==> src/rtl/traffic_pkg.sv <==
// Shared lamp encoding and phase states for the traffic-light controllers.
// Lamp groups are one-hot: green, yellow, red from msb to lsb.
package traffic_pkg;

    localparam logic [2:0] LIGHT_GREEN  = 3'b100;
    localparam logic [2:0] LIGHT_YELLOW = 3'b010;
    localparam logic [2:0] LIGHT_RED    = 3'b001;

    typedef enum logic [1:0] {
        PH_GREEN   = 2'd0,
        PH_YELLOW  = 2'd1,
        PH_ALL_RED = 2'd2
    } phase_e;

endpackage

==> src/rtl/tl_rr_picker.sv <==
// Round-robin first-set finder: scans req from start upward, wrapping
// modulo N, and reports the first set index.
module tl_rr_picker #(
    parameter int N = 4,
    parameter int W = $clog2(N)
) (
    input  logic [N-1:0] req,
    input  logic [W-1:0] start,
    output logic [W-1:0] win,
    output logic         valid
);

    function automatic logic [W-1:0] wrap(input logic [W-1:0] s, input int k);
        int t;
        t = int'(s) + k;
        if (t >= N) t = t - N;
        return W'(t);
    endfunction

    // Scan from the far end so the closest set bit overwrites last.
    always_comb begin
        win   = '0;
        valid = 1'b0;
        for (int k = N - 1; k >= 0; k--) begin
            if (req[wrap(start, k)]) begin
                win   = wrap(start, k);
                valid = 1'b1;
            end
        end
    end

endmodule

==> src/rtl/intersection_phase_scheduler.sv <==
// Round-robin green-time scheduler over N_APP approaches with min/max
// green, gap-out, yellow and all-red clearance.
import traffic_pkg::*;

module intersection_phase_scheduler #(
    parameter int N_APP     = 4,
    parameter int GREEN_MIN = 30,
    parameter int GREEN_MAX = 70,
    parameter int YELLOW    = 25,
    parameter int ALL_RED   = 3
) (
    input  logic                     clk,
    input  logic                     rst,
    input  logic [N_APP-1:0]         car_req,
    output logic [3*N_APP-1:0]       lights,
    output logic [$clog2(N_APP)-1:0] cur_app,
    output logic [N_APP-1:0]         pending,
    output logic                     phase_start
);

    localparam int AW = $clog2(N_APP);
    localparam int CW = $clog2(GREEN_MAX);

    phase_e          state;
    logic [CW-1:0]   cnt;
    logic [AW-1:0]   nxt_app;
    logic [AW-1:0]   start;
    logic [AW-1:0]   win;
    logic            pick_ok;
    logic            others;
    logic            cnt_max;
    logic            go_yel;
    logic            yel_done;
    logic            red_done;
    logic [N_APP-1:0] cur_mask;
    logic [N_APP-1:0] pend_nx;

    assign cur_mask = N_APP'(1) << cur_app;
    assign others   = |(pending & ~cur_mask);
    assign start    = (cur_app == AW'(N_APP - 1)) ? '0 : cur_app + 1'b1;
    assign cnt_max  = (cnt == CW'(GREEN_MAX - 1));

    assign go_yel = (state == PH_GREEN) && others && pick_ok &&
                    (cnt >= CW'(GREEN_MIN - 1)) &&
                    (!car_req[cur_app] || cnt_max);
    assign yel_done = (state == PH_YELLOW) && (cnt == CW'(YELLOW - 1));
    assign red_done = (state == PH_ALL_RED) && (cnt == CW'(ALL_RED - 1));

    tl_rr_picker #(
        .N (N_APP),
        .W (AW)
    ) u_pick (
        .req   (pending),
        .start (start),
        .win   (win),
        .valid (pick_ok)
    );

    // The owner's own sensor only extends its green, it never queues it.
    always_comb begin
        pend_nx = pending | car_req;
        if (state == PH_GREEN) pend_nx[cur_app] = 1'b0;
        if (red_done) pend_nx[nxt_app] = 1'b0;
    end

    always_ff @(posedge clk) begin
        if (rst) begin
            state   <= PH_GREEN;
            cur_app <= '0;
            nxt_app <= '0;
            cnt     <= '0;
            pending <= '0;
        end else begin
            pending <= pend_nx;
            unique case (state)
                PH_GREEN: begin
                    if (go_yel) begin
                        state   <= PH_YELLOW;
                        cnt     <= '0;
                        nxt_app <= win;
                    end else if (!cnt_max) begin
                        cnt <= cnt + 1'b1;
                    end
                end
                PH_YELLOW: begin
                    if (yel_done) begin
                        state <= PH_ALL_RED;
                        cnt   <= '0;
                    end else begin
                        cnt <= cnt + 1'b1;
                    end
                end
                PH_ALL_RED: begin
                    if (red_done) begin
                        state   <= PH_GREEN;
                        cur_app <= nxt_app;
                        cnt     <= '0;
                    end else begin
                        cnt <= cnt + 1'b1;
                    end
                end
                default: begin
                    state <= PH_ALL_RED;
                    cnt   <= '0;
                end
            endcase
        end
    end

    // cnt is only zero in GREEN on its first cycle.
    always_comb begin
        lights      = {N_APP{LIGHT_RED}};
        phase_start = 1'b0;
        if (state == PH_GREEN) begin
            lights[3*cur_app +: 3] = LIGHT_GREEN;
            phase_start            = (cnt == '0);
        end else if (state == PH_YELLOW) begin
            lights[3*cur_app +: 3] = LIGHT_YELLOW;
        end
    end

endmodule

==> config.mk <==
export PLATFORM = sky130hd
export DESIGN_NAME = intersection_phase_scheduler
export DESIGN_NICKNAME = d
export VERILOG_FILES = /design/src/rtl/traffic_pkg.sv /design/src/rtl/tl_rr_picker.sv /design/src/rtl/intersection_phase_scheduler.sv
export SDC_FILE = /design/constraint.sdc
export NUM_CORES = 1
export LEC_CHECK = 0
export ABC_CLOCK_PERIOD_IN_PS = 2500
export CAP_MARGIN = 0
export CORE_ASPECT_RATIO = 0.9
export CORE_MARGIN = 2
export CORE_UTILIZATION = 49
export DETAILED_ROUTE_END_ITERATION = 10
export GPL_TIMING_DRIVEN = 0
export HOLD_SLACK_MARGIN = 0.1
export PLACE_DENSITY = 0.85
export SYNTH_ARGS = -nofsm -noshare
export SYNTH_HDL_FRONTEND = slang
export SYNTH_HIERARCHICAL = 1
export SYNTH_SLANG_ARGS = --single-unit
==> constraint.sdc <==
create_clock -name clk -period 2.5 [get_ports clk]
set_input_delay 0.625 -clock clk [delete_from_list [all_inputs] [get_ports clk]]
set_output_delay 0.625 -clock clk [all_outputs]
set_load 0.1 [all_outputs]
; After elaboration in Yosys (flattened, before gate mapping)
; Cells that the tools add are included.
[totals]
register_bits = 17
inputBits = 6
[classes]
add_sub_neg = 10
n_mul = 1
magnitude_cmp = 13
eq_ne = 10
shift = 4
muxes = 41
n_bitwise = 12
n_reduce_logical = 16
[ops]
columns = cell, n
row1 = "variable part select 3 x 34 -> 12 bit, first input constant", 2
row2 = negation 4 -> 34 bit, 1
row3 = "variable shift 3 x 34 -> 12 bit, first input constant", 1
row4 = 2-to-1 mux 7 bit, 4
row5 = 2-to-1 mux 12 bit, 2
row6 = 2-to-1 mux 2 bit, 12
row7 = case mux 7 bit (3 select lines), 1
row8 = "less-than comparator 2 x 3 -> 1 bit, second input constant", 6
row9 = AND 8 bit, 2
row10 = inverter 4 bit, 4
row11 = AND 4 bit, 3
row12 = 2-to-1 mux 1 bit, 12
row13 = bitwise OR 4 bit, 3
row14 = binary-select mux 1 bit (select 2 bit), 5
row15 = ">= comparator 3 bit, second input constant", 3
row16 = logical AND 1 bit, 8
row17 = 2-to-1 mux 4 bit, 2
row18 = "subtractor 2 x 1 -> 2 bit, second input constant", 4
row19 = "adder 7 x 1 -> 7 bit, second input constant", 1
row20 = "equality test 7 x 2 -> 1 bit, second input constant", 1
row21 = "equality test 7 x 5 -> 1 bit, second input constant", 1
row22 = "equality test 7 bit, second input constant", 1
row23 = ">= comparator 7 x 5 -> 1 bit, second input constant", 1
row24 = logical NOT 7 bit, 1
row25 = 19 further kinds, 26

; Longest topological paths before layout
; Gate-level depths: netlist of the first run.
[logic_depth]
word_depth = 16
ltp_mapped = 7

; Modules after synthesis
; The synthesis of the first run kept the hierarchy.
[by_module_without_submodules]
columns = mod, instances, cells_per_inst, area_per_inst_um2
row1 = intersection_phase_scheduler, 1, 119, 1052.3
row2 = tl_rr_picker, 1, 13, 77.6

; Worst setup path after synthesis of the first run
; OpenSTA, ideal clock, no wires.
[synth_path]
path_kind = reg-to-output
startpoint = register cur_app[0]
endpoint = output port lights[6]
t_arrival_ns = 2.253
t_required_ns = 1.875
setup_slack_ns = -0.378
path_stages_with_launch = 4
path_cell_list = dfxtp_1 -> inv_1 -> ha_1 -> nand2_1
[synth_between]
elab_chain_cells = 7
[synth_lines]
columns = element, line
row1 = start: declaration, intersection_phase_scheduler.sv:16  ; output logic [$clog2(N_APP)-1:0] cur_app,
row2 = start signal: assignment, intersection_phase_scheduler.sv:96  ; cur_app <= nxt_app;
row3 = multiplier 2 x 2 -> 4 bit *, "intersection_phase_scheduler.sv:115, intersection_phase_scheduler.sv:118"
row4 = negation 4 -> 34 bit *, "intersection_phase_scheduler.sv:115, intersection_phase_scheduler.sv:118"
row5 = variable shift 3 x 34 -> 12 bit, "intersection_phase_scheduler.sv:115, intersection_phase_scheduler.sv:118"
row6 = inverter 4 bit (no line), --
row7 = bitwise OR 4 bit (no line), --
row8 = 2-to-1 mux 12 bit, intersection_phase_scheduler.sv:117  ; end else if (state == PH_YELLOW) begin
row9 = 2-to-1 mux 12 bit *, intersection_phase_scheduler.sv:114  ; if (state == PH_GREEN) begin
row10 = end: declaration, intersection_phase_scheduler.sv:15  ; output logic [3*N_APP-1:0] lights,
; Every way passes the cells marked *; elsewhere a longest branch is shown, timed or not.

; Worst setup path in the final report of the first run
[layout_path]
startpoint = register cur_app[0]
endpoint = output port lights[9]
; Same word-level chain as after synthesis.

==> results of run 1 <==
cell usage in the layout, fill, tap and decap left out, types with 2 or more instances in the layout:
cell type | Yosys | layout
nand4_1 | 2 | 2
a211oi_1 | 2 | 2
dfxtp_1 | 17 | 15
mux2i_1 | 6 | 6
nor3_1 | 2 | 2
nor2_1 | 22 | 21
a311oi_1 | 2 | 2
and2_1 | 8 | 8
clkdlybuf4s15_2 | 0 | 11
ha_1 | 12 | 12
a2111oi_0 | 2 | 2
clkbuf_1 | 1 | 2
inv_1 | 8 | 8
clkbuf_4 | 0 | 3
dlygate4sd2_1 | 0 | 6
nor2b_1 | 5 | 5
xor2_1 | 3 | 3
nand2_1 | 9 | 9
nor3b_1 | 2 | 2
clkdlybuf4s50_1 | 0 | 4
nand3_1 | 4 | 4
o21ai_0 | 2 | 2
xnor2_1 | 3 | 3
a21oi_1 | 2 | 2
dfxtp_2 | 0 | 2
nand2b_1 | 2 | 2
stage by stage:
| step | hold slack, ps | total power (W) |
|---|---|---|
| 3_5_place_dp | 538.6 | 0.0004122 |
| 4_1_cts | 562.4 | 0.0005537 |
| 5_1_grt | 596.8 | 0.0005729 |
| 3_3_place_gp | 502.3 | 0.0004095 |
| 6_report | 548.4 | 0.0005540 |
| 2_1_floorplan | 470.8 | 0.0003810 |
synth_stat cells (2+ instances only):
library cell	number
nor3_1	2
nand2b_1	2
nor2b_1	5
dfxtp_1	17
xor2_1	3
mux2i_1	6
and2_1	8
inv_1	8
ha_1	12
a211oi_1	2
nor2_1	22
a311oi_1	2
a21oi_1	2
o21ai_0	2
xnor2_1	3
nand3_1	4
nand2_1	9
nand4_1	2
nor3b_1	2
a2111oi_0	2
per-layer routing:
metal / up-vias / track usage
li1: 518 / -
met1: 510 / 0.3106
met2: 47 / 0.3194
met3: 7 / 0.03030
met4: 0 / 0.1125
met5: - / 0
critical path, delay by kind of cell, from the launching register on:
kind	cells	cell delay, ps
DFF	1	390
adders and majority gates	1	240
buffers and inverters	1	810
and+or+nand+nor	1	70
power groups by stage:
| stage | registers [W] | logic [W] | clock network [W] |
|---|---|---|---|
| floorplan | 0.000320 | 0.0000608 | 0 |
| global placement | 0.000297 | 0.000112 | 0 |
| detailed placement | 0.000298 | 0.000115 | 0 |
| CTS | 0.000292 | 0.000112 | 0.000149 |
| global route | 0.000295 | 0.000118 | 0.000160 |
| finish | 0.000293 | 0.000112 | 0.000149 |
flip-flops by register name, indices dropped and copies added, names as in the netlist:
register and count:
cnt 7, pending 4, cur_app 2, nxt_app 2, state 2
worst paths after layout:
path,end,slack (ps),startpoint,cells past startpoint
hold / removal,pending[3]$_SDFF_PP0_,550,nxt_app[1]$_SDFFE_PP0P_,1
setup / recovery,lights[9],60,cur_app[0]$_SDFFE_PP0P_,3
hold reg to reg,pending[3]$_SDFF_PP0_,550,nxt_app[1]$_SDFFE_PP0P_,1
setup reg to reg,cnt[0]$_SDFFE_PP0P_,160,cnt[1]$_SDFFE_PP0P_,7
logic make-up after synthesis:
group                      Yosys count  share of synthesized area
AOI/OAI and AO/OA                   20                     0.1462
xor gates and xnor gates             6                    0.04652
adders and majority gates           12                     0.1329
buffers and inverters                9                    0.02990
DFF                                 17                     0.3012
muxes                                7                    0.07309
and+or+nand+nor                     61                     0.2702
final cells by class:
class / count / share of cell area
multi-input cells: 106 / 0.5316
flip-flops and latches: 17 / 0.2404
repair buffers: 23 / 0.1623
well taps: 27 / 0.02368
inverters: 8 / 0.02105
clock buffers: 4 / 0.01842
plain buffers: 1 / 0.002632
what timing repair did:
action | in CTS | in global routing
hold buffers | 0 | 0
gates resized for setup | 44 | 3
endpoints found under the setup margin | 19 | 2
pin swaps | 0 | 0
cloned | 0 | 0
==> flow_metrics.py, run 1 <==
metrics = {
    "status": {
        "status": "completed",
    },
    "global_routing": {
        "grt_max_degree": 11,
        "grt_usage": 0.2202,
        "antenna_found_initial": 0,
        "overflow": 0,
        "grt_pass1_vias": 936,
        "grt_pass1_wl_um": 4347,
    },
    "drt": {
        "wl_met3_um": 156,
        "firstDrtPassIters": 4,
        "wl_per_cell_um": 14.65,
        "top_layer": "met4",
        "vias": 1082,
        "drc": 0,
        "wl_um": 2725,
        "drt_iter0_drc": 37,
        "wl_met1_um": 1245,
        "drtAntennaViolNets": 0,
        "viasPerCell": 5.817,
        "dr_wl_met2_um": 1259,
    },
    "clock_tree": {
        "cts_max_level": 1,
        "cts_root_buffer": "clkbuf_4",
        "cts_setup_buffers": 0,
        "numCtsBuffers": 3,
        "worstSkewPairLatency_ps": 300,
        "clock_sinks": 17,
        "cts.clk_slew.worst_paths_ps": 90,
        "cts.path.max_buffers": 2,
        "cts_tree": "built",
    },
    "worst_hold_path": {
        "min_path_type": "reg2reg",
    },
    "setup_path": {
        "worst_path_max_delay_cell": "clkdlybuf4s15_1",
        "cp_data_arrival_time_ps": 1820,
        "worstSetupEndpointType": "primary output",
        "crit_chain": "ha_1, nand2_1, clkdlybuf4s15_1",
        "start_kind": "flop",
        "cp.required_ps": 1880,
        "path_class": "reg2out",
        "max_stage_delay_ps": 810,
        "cp_max_fo": 9,
    },
    "pwr": {
        "p_leak_nw": 0.6204,
        "clkPwrFrac": 0.270,
        "switching_power_w": 0.0001795,
        "max-vdd-ir-drop_uv": 312.0,
        "intPower_w": 0.0003746,
        "power_density_nw_per_um2": 388.4,
        "combPwrFrac": 0.202,
        "pwr-share-seq": 0.529,
        "swShare": 0.3239,
    },
    "sta": {
        "max-slew-margin-rel": 0.3635,
        "fin_crit_sh": 0.9765,
        "finalWorstSetupSlack_ps": 58.87,
        "fin_tns_setup_ps": 0,
        "timing.final.crit_period_ps": 2441,
        "worst_pin_slew_ps": 958.5,
        "setup_violations": 0,
        "hold_viol_final": 0,
        "skew_ps": 1.175,
        "slew_viol_final": 0,
        "rsz0062_at_grt": "false",
        "timing.fmax_mhz": 409.6,
    },
    "synthesis": {
        "netlist_instances": 132,
        "ys_ff_latch": 17,
        "syn_area_um2": 1130,
        "synth-main-ff-cell": "dfxtp_1",
        "synth.avg_cell_area_um2": 8.559,
        "synth_cell_type_count": 37,
        "ys_seq_area_frac": 0.3012,
        "syn_nets": 150,
        "synth_top_area_frac": 0.3012,
        "async_flop_share": 0,
        "synth_edf_count": 0,
        "synth_top_cell_by_area": "dfxtp_1",
        "synthTopCellsByArea": "dfxtp_1, ha_1, nor2_1",
        "yosys_warnings": 6,
    },
    "placed_design": {
        "place_congestion": 0.8358,
        "port-buffer-count": 23,
        "place_ws_ps": -361.6,
        "placed_area_um2": 1396,
        "dp_cells": 182,
        "dp_hpwl_um": 2032,
    },
    "layout": {
        "num_antenna_cells": 0,
        "post-route-util": 0.6537,
        "nets": 178,
        "drive_gt1_frac": 0.1384,
        "layout.area.seq_um2": 342.8,
        "nFillCells": 189,
        "multi_input_area_um2": 758.2,
        "fin_cells": 186,
        "area_growth_pct": 26.25,
        "fin_area_um2": 1426,
    },
    "floorplanning": {
        "die_area_um2": 2706,
        "rows": 16,
        "pin_count": 25,
        "chipWidth_um": 54.62,
        "fp.dieH_um": 49.56,
        "core_area_um2": 2182,
        "start_util": 0.5178,
    },
    "run": {
        "max-cap-violations": 0,
    },
}
Power figures use the tool's default switching activity.
==> run 2, diff against run 1 <==
--- a/config.mk
+++ b/config.mk
@@ -5,15 +5,17 @@
 export SDC_FILE = /design/constraint.sdc
 export NUM_CORES = 1
 export LEC_CHECK = 0
+export ABC_AREA = 1
 export ABC_CLOCK_PERIOD_IN_PS = 2500
 export CAP_MARGIN = 0
 export CORE_ASPECT_RATIO = 0.9
 export CORE_MARGIN = 2
-export CORE_UTILIZATION = 49
+export CORE_UTILIZATION = 52
 export DETAILED_ROUTE_END_ITERATION = 10
 export GPL_TIMING_DRIVEN = 0
-export HOLD_SLACK_MARGIN = 0.1
-export PLACE_DENSITY = 0.85
+export HOLD_SLACK_MARGIN = 0.03
+export PLACE_DENSITY = 0.86
+export RECOVER_POWER = 25
 export SYNTH_ARGS = -nofsm -noshare
 export SYNTH_HDL_FRONTEND = slang
 export SYNTH_HIERARCHICAL = 1
==> run 2 against run 1 <==
  * Register-to-register slack better by 100 ps
  * Die area up 14%
  * Via count up 25%
  * Combinational power rose to 7.6 times the previous value
  * Final cell count up 45%
  * First-iteration DRC count down 5.4%
==> flow_metrics.py, run 2 <==
metrics = {
    "clock_tree": {
        "cts_hold_buf": 0,
        "clock_sinks": 17,
        "cts.clk_slew.worst_paths_ps": 110,
        "cts_root_buffer": "clkbuf_4",
        "worstSkewPairLatency_ps": 300,
        "numCtsBuffers": 3,
        "cts_setup_buffers": 0,
        "cts_max_level": 1,
        "cts_resized": 56,
        "cts.path.max_buffers": 2,
        "cts_tree": "built",
    },
    "synthesis": {
        "ys_seq_area_frac": 0.2459,
        "syn_area_um2": 1384,
        "yosys_warnings": 6,
        "synthTopCellsByArea": "dfxtp_1, nand2_1, ha_1",
        "netlist_instances": 215,
        "ys_ff_latch": 17,
        "synth-main-ff-cell": "dfxtp_1",
        "synth_cell_type_count": 29,
        "syn_nets": 233,
        "synth_top_cell_by_area": "dfxtp_1",
        "synth_edf_count": 0,
        "synth_commonest_cells": "nand2_1, inv_1, nor2_1",
        "async_flop_share": 0,
        "synth.avg_cell_area_um2": 6.436,
        "synth_top_area_frac": 0.2459,
        "yosysMostFrequentCell": "nand2_1",
    },
    "setup_path": {
        "critPathLaunch": "cur_app[1]$_SDFFE_PP0P_",
        "cp.required_ps": 1880,
        "crit_buf_inv": 3,
        "start_kind": "flop",
        "path_depth": 5,
        "cp_data_arrival_time_ps": 1790,
        "cp_max_fo": 8,
        "path_class": "reg2out",
        "crit_chain": "inv_1, ha_1, inv_1, nor2_4, clkdlybuf4s18_2",
        "path_common_cell": "inv_1",
        "max_stage_delay_ps": 550,
        "worstReg2RegStart": "cur_app[0]$_SDFFE_PP0P_",
        "rr_worst_depth": 15,
        "worstSetupEndpointType": "primary output",
        "worst_path_max_delay_cell": "clkdlybuf4s18_2",
        "cp_top_family": "buffers and inverters",
    },
    "global_routing": {
        "grt_usage": 0.2184,
        "antenna_found_initial": 0,
        "overflow": 0,
        "grt_pass1_wl_um": 5112,
        "grt_max_degree": 11,
        "grt_pass1_vias": 1263,
    },
    "pwr": {
        "power_density_nw_per_um2": 794.4,
        "max-vdd-ir-drop_uv": 936.1,
        "p_leak_nw": 0.8446,
    },
    "layout": {
        "layout_common_cells": "nand2_1, inv_1, nor2_1",
        "layout_commonest_cell": "nand2_1",
        "nets": 261,
        "top_register": "cnt",
        "drive_gt1_frac": 0.2355,
        "top_regs": "cnt (7), pending (4)",
        "area_growth_pct": 22.60,
        "nFillCells": 229,
        "post-route-util": 0.6818,
        "num_antenna_cells": 0,
        "largest_register_ffs": 7,
    },
    "drt": {
        "dr_wl_met2_um": 1418,
        "wl_per_cell_um": 11.39,
        "firstDrtPassIters": 4,
        "wl_met3_um": 132,
        "drt_iter0_drc": 35,
        "vias": 1355,
        "wl_met1_um": 1471,
        "top_layer": "met4",
        "drc": 0,
        "viasPerCell": 5.019,
        "wl_um": 3074,
        "drtAntennaViolNets": 0,
    },
    "sta": {
        "fin_crit_sh": 0.9662,
        "fin_tns_setup_ps": 0,
        "worst_pin_slew_ps": 1182,
        "skew_ps": 7.563,
        "rsz0062_at_grt": "false",
        "hold_viol_final": 0,
        "timing.final.crit_period_ps": 2415,
        "setup_violations": 0,
        "finalWorstSetupSlack_ps": 84.53,
        "timing.fmax_mhz": 414.0,
        "max-slew-margin-rel": 0.2155,
        "slew_viol_final": 0,
    },
    "placed_design": {
        "place_ws_ps": -350.2,
        "dp_hpwl_um": 2531,
        "place_congestion": 0.8746,
        "port-buffer-count": 23,
    },
    "run": {
        "max-cap-violations": 0,
    },
    "status": {
        "status": "completed",
    },
    "floorplanning": {
        "rows": 17,
        "fp.dieH_um": 52.94,
        "core_area_um2": 2489,
        "start_util": 0.5561,
        "chipWidth_um": 58.38,
        "die_area_um2": 3090,
        "pin_count": 25,
    },
    "worst_hold_path": {
        "min_path_type": "reg2reg",
        "holdCritStartpoint": "nxt_app[0]$_SDFFE_PP0P_",
        "min_path_cells": 2,
    },
}
## run 2: cells by family after synthesis
logic type	share of synthesized area
and+or+nand+nor	0.3897
buffers and inverters	0.1356
AOI/OAI and AO/OA	0.09493
DFF	0.2459
adders and majority gates	0.1085
xor gates and xnor gates	0.02532
## run 2: final timing paths
check | to | slack (ps)
setup / recovery | lights[1] | 80
hold / removal | nxt_app[0]$_SDFFE_PP0P_ | 510
setup reg to reg | cnt[0]$_SDFFE_PP0P_ | 260
hold reg to reg | nxt_app[0]$_SDFFE_PP0P_ | 510
## run 2: metal layers
metal,global-route usage,vias to the layer above
met5,0,-
met3,0.03667,7
met1,0.2704,591
met4,0.08140,0
li1,-,727
met2,0.3783,30
## run 2: cell type report
| class | count | area, um^2 | area share |
|---|---|---|---|
| multi-input cells | 151 | 915.9 | 0.5398 |
| flip-flops and latches | 17 | 347.8 | 0.2050 |
| repair buffers | 23 | 180.2 | 0.1062 |
| inverters | 44 | 167.7 | 0.09882 |
| well taps | 28 | 35.03 | 0.02065 |
| clock buffers | 3 | 22.52 | 0.01327 |
| plain buffers | 3 | 22.52 | 0.01327 |
| clock inverters | 1 | 5.005 | 0.002950 |
## run 2: worst register-to-register path, cell delays in order, from the launching register on
cell and delay [ps]:
dfxtp_4 400, ha_1 240, nor2_1 160, buf_6 170, inv_4 50, nand2_2 60
and2_4 140, inv_1 50, nand3_1 110, nand2_1 60, nor2_1 180, nand3_4 150
nand2_1 100, nand2_2 70, nand2_2 130, a21oi_1 60
## run 2: power breakdown
group | switching, W | internal (W) | total [W]
Combinational | 0.000662 | 0.000185 | 0.000847
Sequential | 0.0000402 | 0.000304 | 0.000344
Clock | 0.0000966 | 0.0000597 | 0.000156
## run 2: through the flow
stage	hold WS, ps	total power [W]	cells	area (um^2)
finish	505.8	0.001348	270	1697
global route	518.9	0.001427	270	1697
CTS	504.5	0.001371	270	1734
detailed placement	490.3	0.001240	266	1734
global placement	478.6	0.001227	266	1734
floorplan	457.4	0.001064	215	1469
==> run 3, diff against run 2 <==
--- a/config.mk
+++ b/config.mk
@@ -14,7 +14,7 @@
 export DETAILED_ROUTE_END_ITERATION = 10
 export GPL_TIMING_DRIVEN = 0
 export HOLD_SLACK_MARGIN = 0.03
-export PLACE_DENSITY = 0.86
+export PLACE_DENSITY_LB_ADDON = 0.2
 export RECOVER_POWER = 25
 export SYNTH_ARGS = -nofsm -noshare
 export SYNTH_HDL_FRONTEND = slang
==> run 3 against run 2 <==
  * Final area grew 0.37%
  * Sequential share of layout area shrank 0.075 points
  * Global-route usage grew 1.0 points
  * Die area is the same
  * Clock skew shrank 1.1 ps
  * Power shrank 0.71%
  * Critical endpoint is now cur_app[1]
  * Largest power group unchanged
  * Critical path depth shrank 4
  * Fmax shrank 1.7%
==> flow_metrics.py, run 3 (same netlist as run 2, synthesis figures left out) <==
metrics = {
    "setup_path": {
        "cp_data_arrival_time_ps": 1830,
        "cp_top_family": "buffers and inverters",
        "path_depth": 1,
        "rr_worst_depth": 15,
        "worstSetupEndpointType": "primary output",
        "max_stage_delay_ps": 1140,
        "cp_max_fo": 8,
        "crit_chain": "clkdlybuf4s50_1",
        "start_kind": "flop",
        "path_class": "reg2out",
        "worst_path_max_delay_cell": "clkdlybuf4s50_1",
        "cp.required_ps": 1880,
        "crit_buf_inv": 1,
    },
    "sta": {
        "timing.fmax_mhz": 406.9,
        "rsz0062_at_grt": "false",
        "max-slew-margin-rel": 0.2322,
        "setup_violations": 0,
        "hold_viol_final": 0,
        "slew_viol_final": 0,
        "worst_pin_slew_ps": 1157,
        "fin_crit_sh": 0.9831,
        "skew_ps": 6.501,
        "finalWorstSetupSlack_ps": 42.19,
        "timing.final.crit_period_ps": 2458,
    },
    "global_routing": {
        "met1_usage": 0.3097,
        "grt_pass1_wl_um": 5361,
        "busiest_layer": "met2",
        "grt_usage": 0.2287,
        "grt_max_degree": 11,
        "antenna_found_initial": 0,
        "overflow": 0,
        "globalRouteMet3Util": 0.03178,
        "grtUsageMet2": 0.3745,
        "grt_pass1_vias": 1194,
    },
    "placed_design": {
        "place_ws_ps": -378.0,
        "place_congestion": 0.8409,
        "dp_hpwl_um": 2491,
        "port-buffer-count": 23,
    },
    "pwr": {
        "p_total_w": 0.001338,
        "p_leak_nw": 0.8416,
        "max-vdd-ir-drop_uv": 1035,
        "power_density_nw_per_um2": 785.9,
    },
    "layout": {
        "area_growth_pct": 23.06,
        "num_antenna_cells": 0,
        "largest_register_ffs": 7,
        "nets": 261,
        "top_regs": "cnt (7), pending (4)",
        "layout_commonest_cell": "nand2_1",
        "top_register": "cnt",
        "post-route-util": 0.6843,
        "drive_gt1_frac": 0.2314,
        "layout_common_cells": "nand2_1, inv_1, nor2_1",
    },
    "floorplanning": {
        "die_area_um2": 3090,
        "rows": 17,
        "pin_count": 25,
        "core_area_um2": 2489,
        "fp.dieH_um": 52.94,
        "chipWidth_um": 58.38,
        "start_util": 0.5561,
    },
    "drt": {
        "drt_iter0_drc": 65,
        "vias": 1367,
        "drtAntennaViolNets": 0,
        "firstDrtPassIters": 4,
        "drc": 0,
        "viasPerCell": 5.063,
        "wl_per_cell_um": 11.36,
        "wl_um": 3067,
    },
    "worst_hold_path": {
        "min_path_type": "reg2reg",
        "min_path_cells": 2,
    },
    "clock_tree": {
        "cts_hold_buf": 0,
        "cts_tree": "built",
        "cts_root_buffer": "clkbuf_4",
        "clock_sinks": 17,
        "cts.clk_slew.worst_paths_ps": 100,
        "numCtsBuffers": 3,
        "worstSkewPairLatency_ps": 290,
        "cts_max_level": 1,
        "cts.path.max_buffers": 2,
        "cts_setup_buffers": 0,
    },
    "run": {
        "max-cap-violations": 0,
    },
    "status": {
        "status": "completed",
    },
}
## run 3: cell count changes in the layout (fill, tap and decap cells not counted), sizes merged
cell,previous run,this run
clkdlybuf4s50,4,5
clkinv,1,0
clkdlybuf4s15,1,2
buf,8,7
## run 3: final timing paths
kind	slack, ps	startpoint	to
max	40	cur_app[1]$_SDFFE_PP0P_	cur_app[1]
min	510	state[0]$_SDFFE_PP0P_	state[1]$_SDFFE_PP0P_
max reg2reg	330	cur_app[0]$_SDFFE_PP0P_	cnt[2]$_SDFFE_PP0P_
min reg2reg	510	state[0]$_SDFFE_PP0P_	state[1]$_SDFFE_PP0P_
## run 3: worst reg2reg max path: cells and delay by family (launching register included)
kind / cells / cell delay (ps)
simple gates: 10 / 1150
flops: 1 / 400
buf+inv: 3 / 240
fa+ha+maj: 1 / 230
compound gates: 1 / 50
## run 3: report_power, final
group / leakage (nW) / switching, W / internal [W]
combinational: 0.686 / 0.000668 / 0.000174
sequential: 0.140 / 0.0000406 / 0.000304
clock: 0.0150 / 0.0000893 / 0.0000621
## run 3: through the flow
stage / area (um^2) / std cells / TNS, ps / hold slack, ps
after CTS: 1725 / 270 / 0 / 507.6
final: 1703 / 270 / 0 / 507.9
after global routing: 1703 / 270 / 0 / 531.9
after floorplan: 1469 / 215 / -574.0 / 457.4
after detailed placement: 1734 / 266 / -3176 / 491.1
after global placement: 1734 / 266 / -2939 / 483.6
## run 3: metal layers
metal	part of all wire	routed length, um	vias to the layer above
met5	0	0	-
met4	0.0068	21	0
met3	0.051	156	2
met2	0.46	1397	30
met1	0.49	1492	617
li1	-	-	718
## run 3: timing repair
action	CTS	global route
endpoints found under the setup margin	16	10
pin swaps	0	0
gates resized for setup	59	12
## run 3: final cells by class
type | count | area [um^2]
Tap cell | 28 | 35.03
Buffer | 3 | 20.02
Fill cell | 242 | 785.8
Multi-Input combinational cell | 151 | 915.9
Clock buffer | 4 | 26.28
Timing Repair Buffer | 23 | 190.2
Sequential cell | 17 | 347.8
Inverter | 44 | 167.7
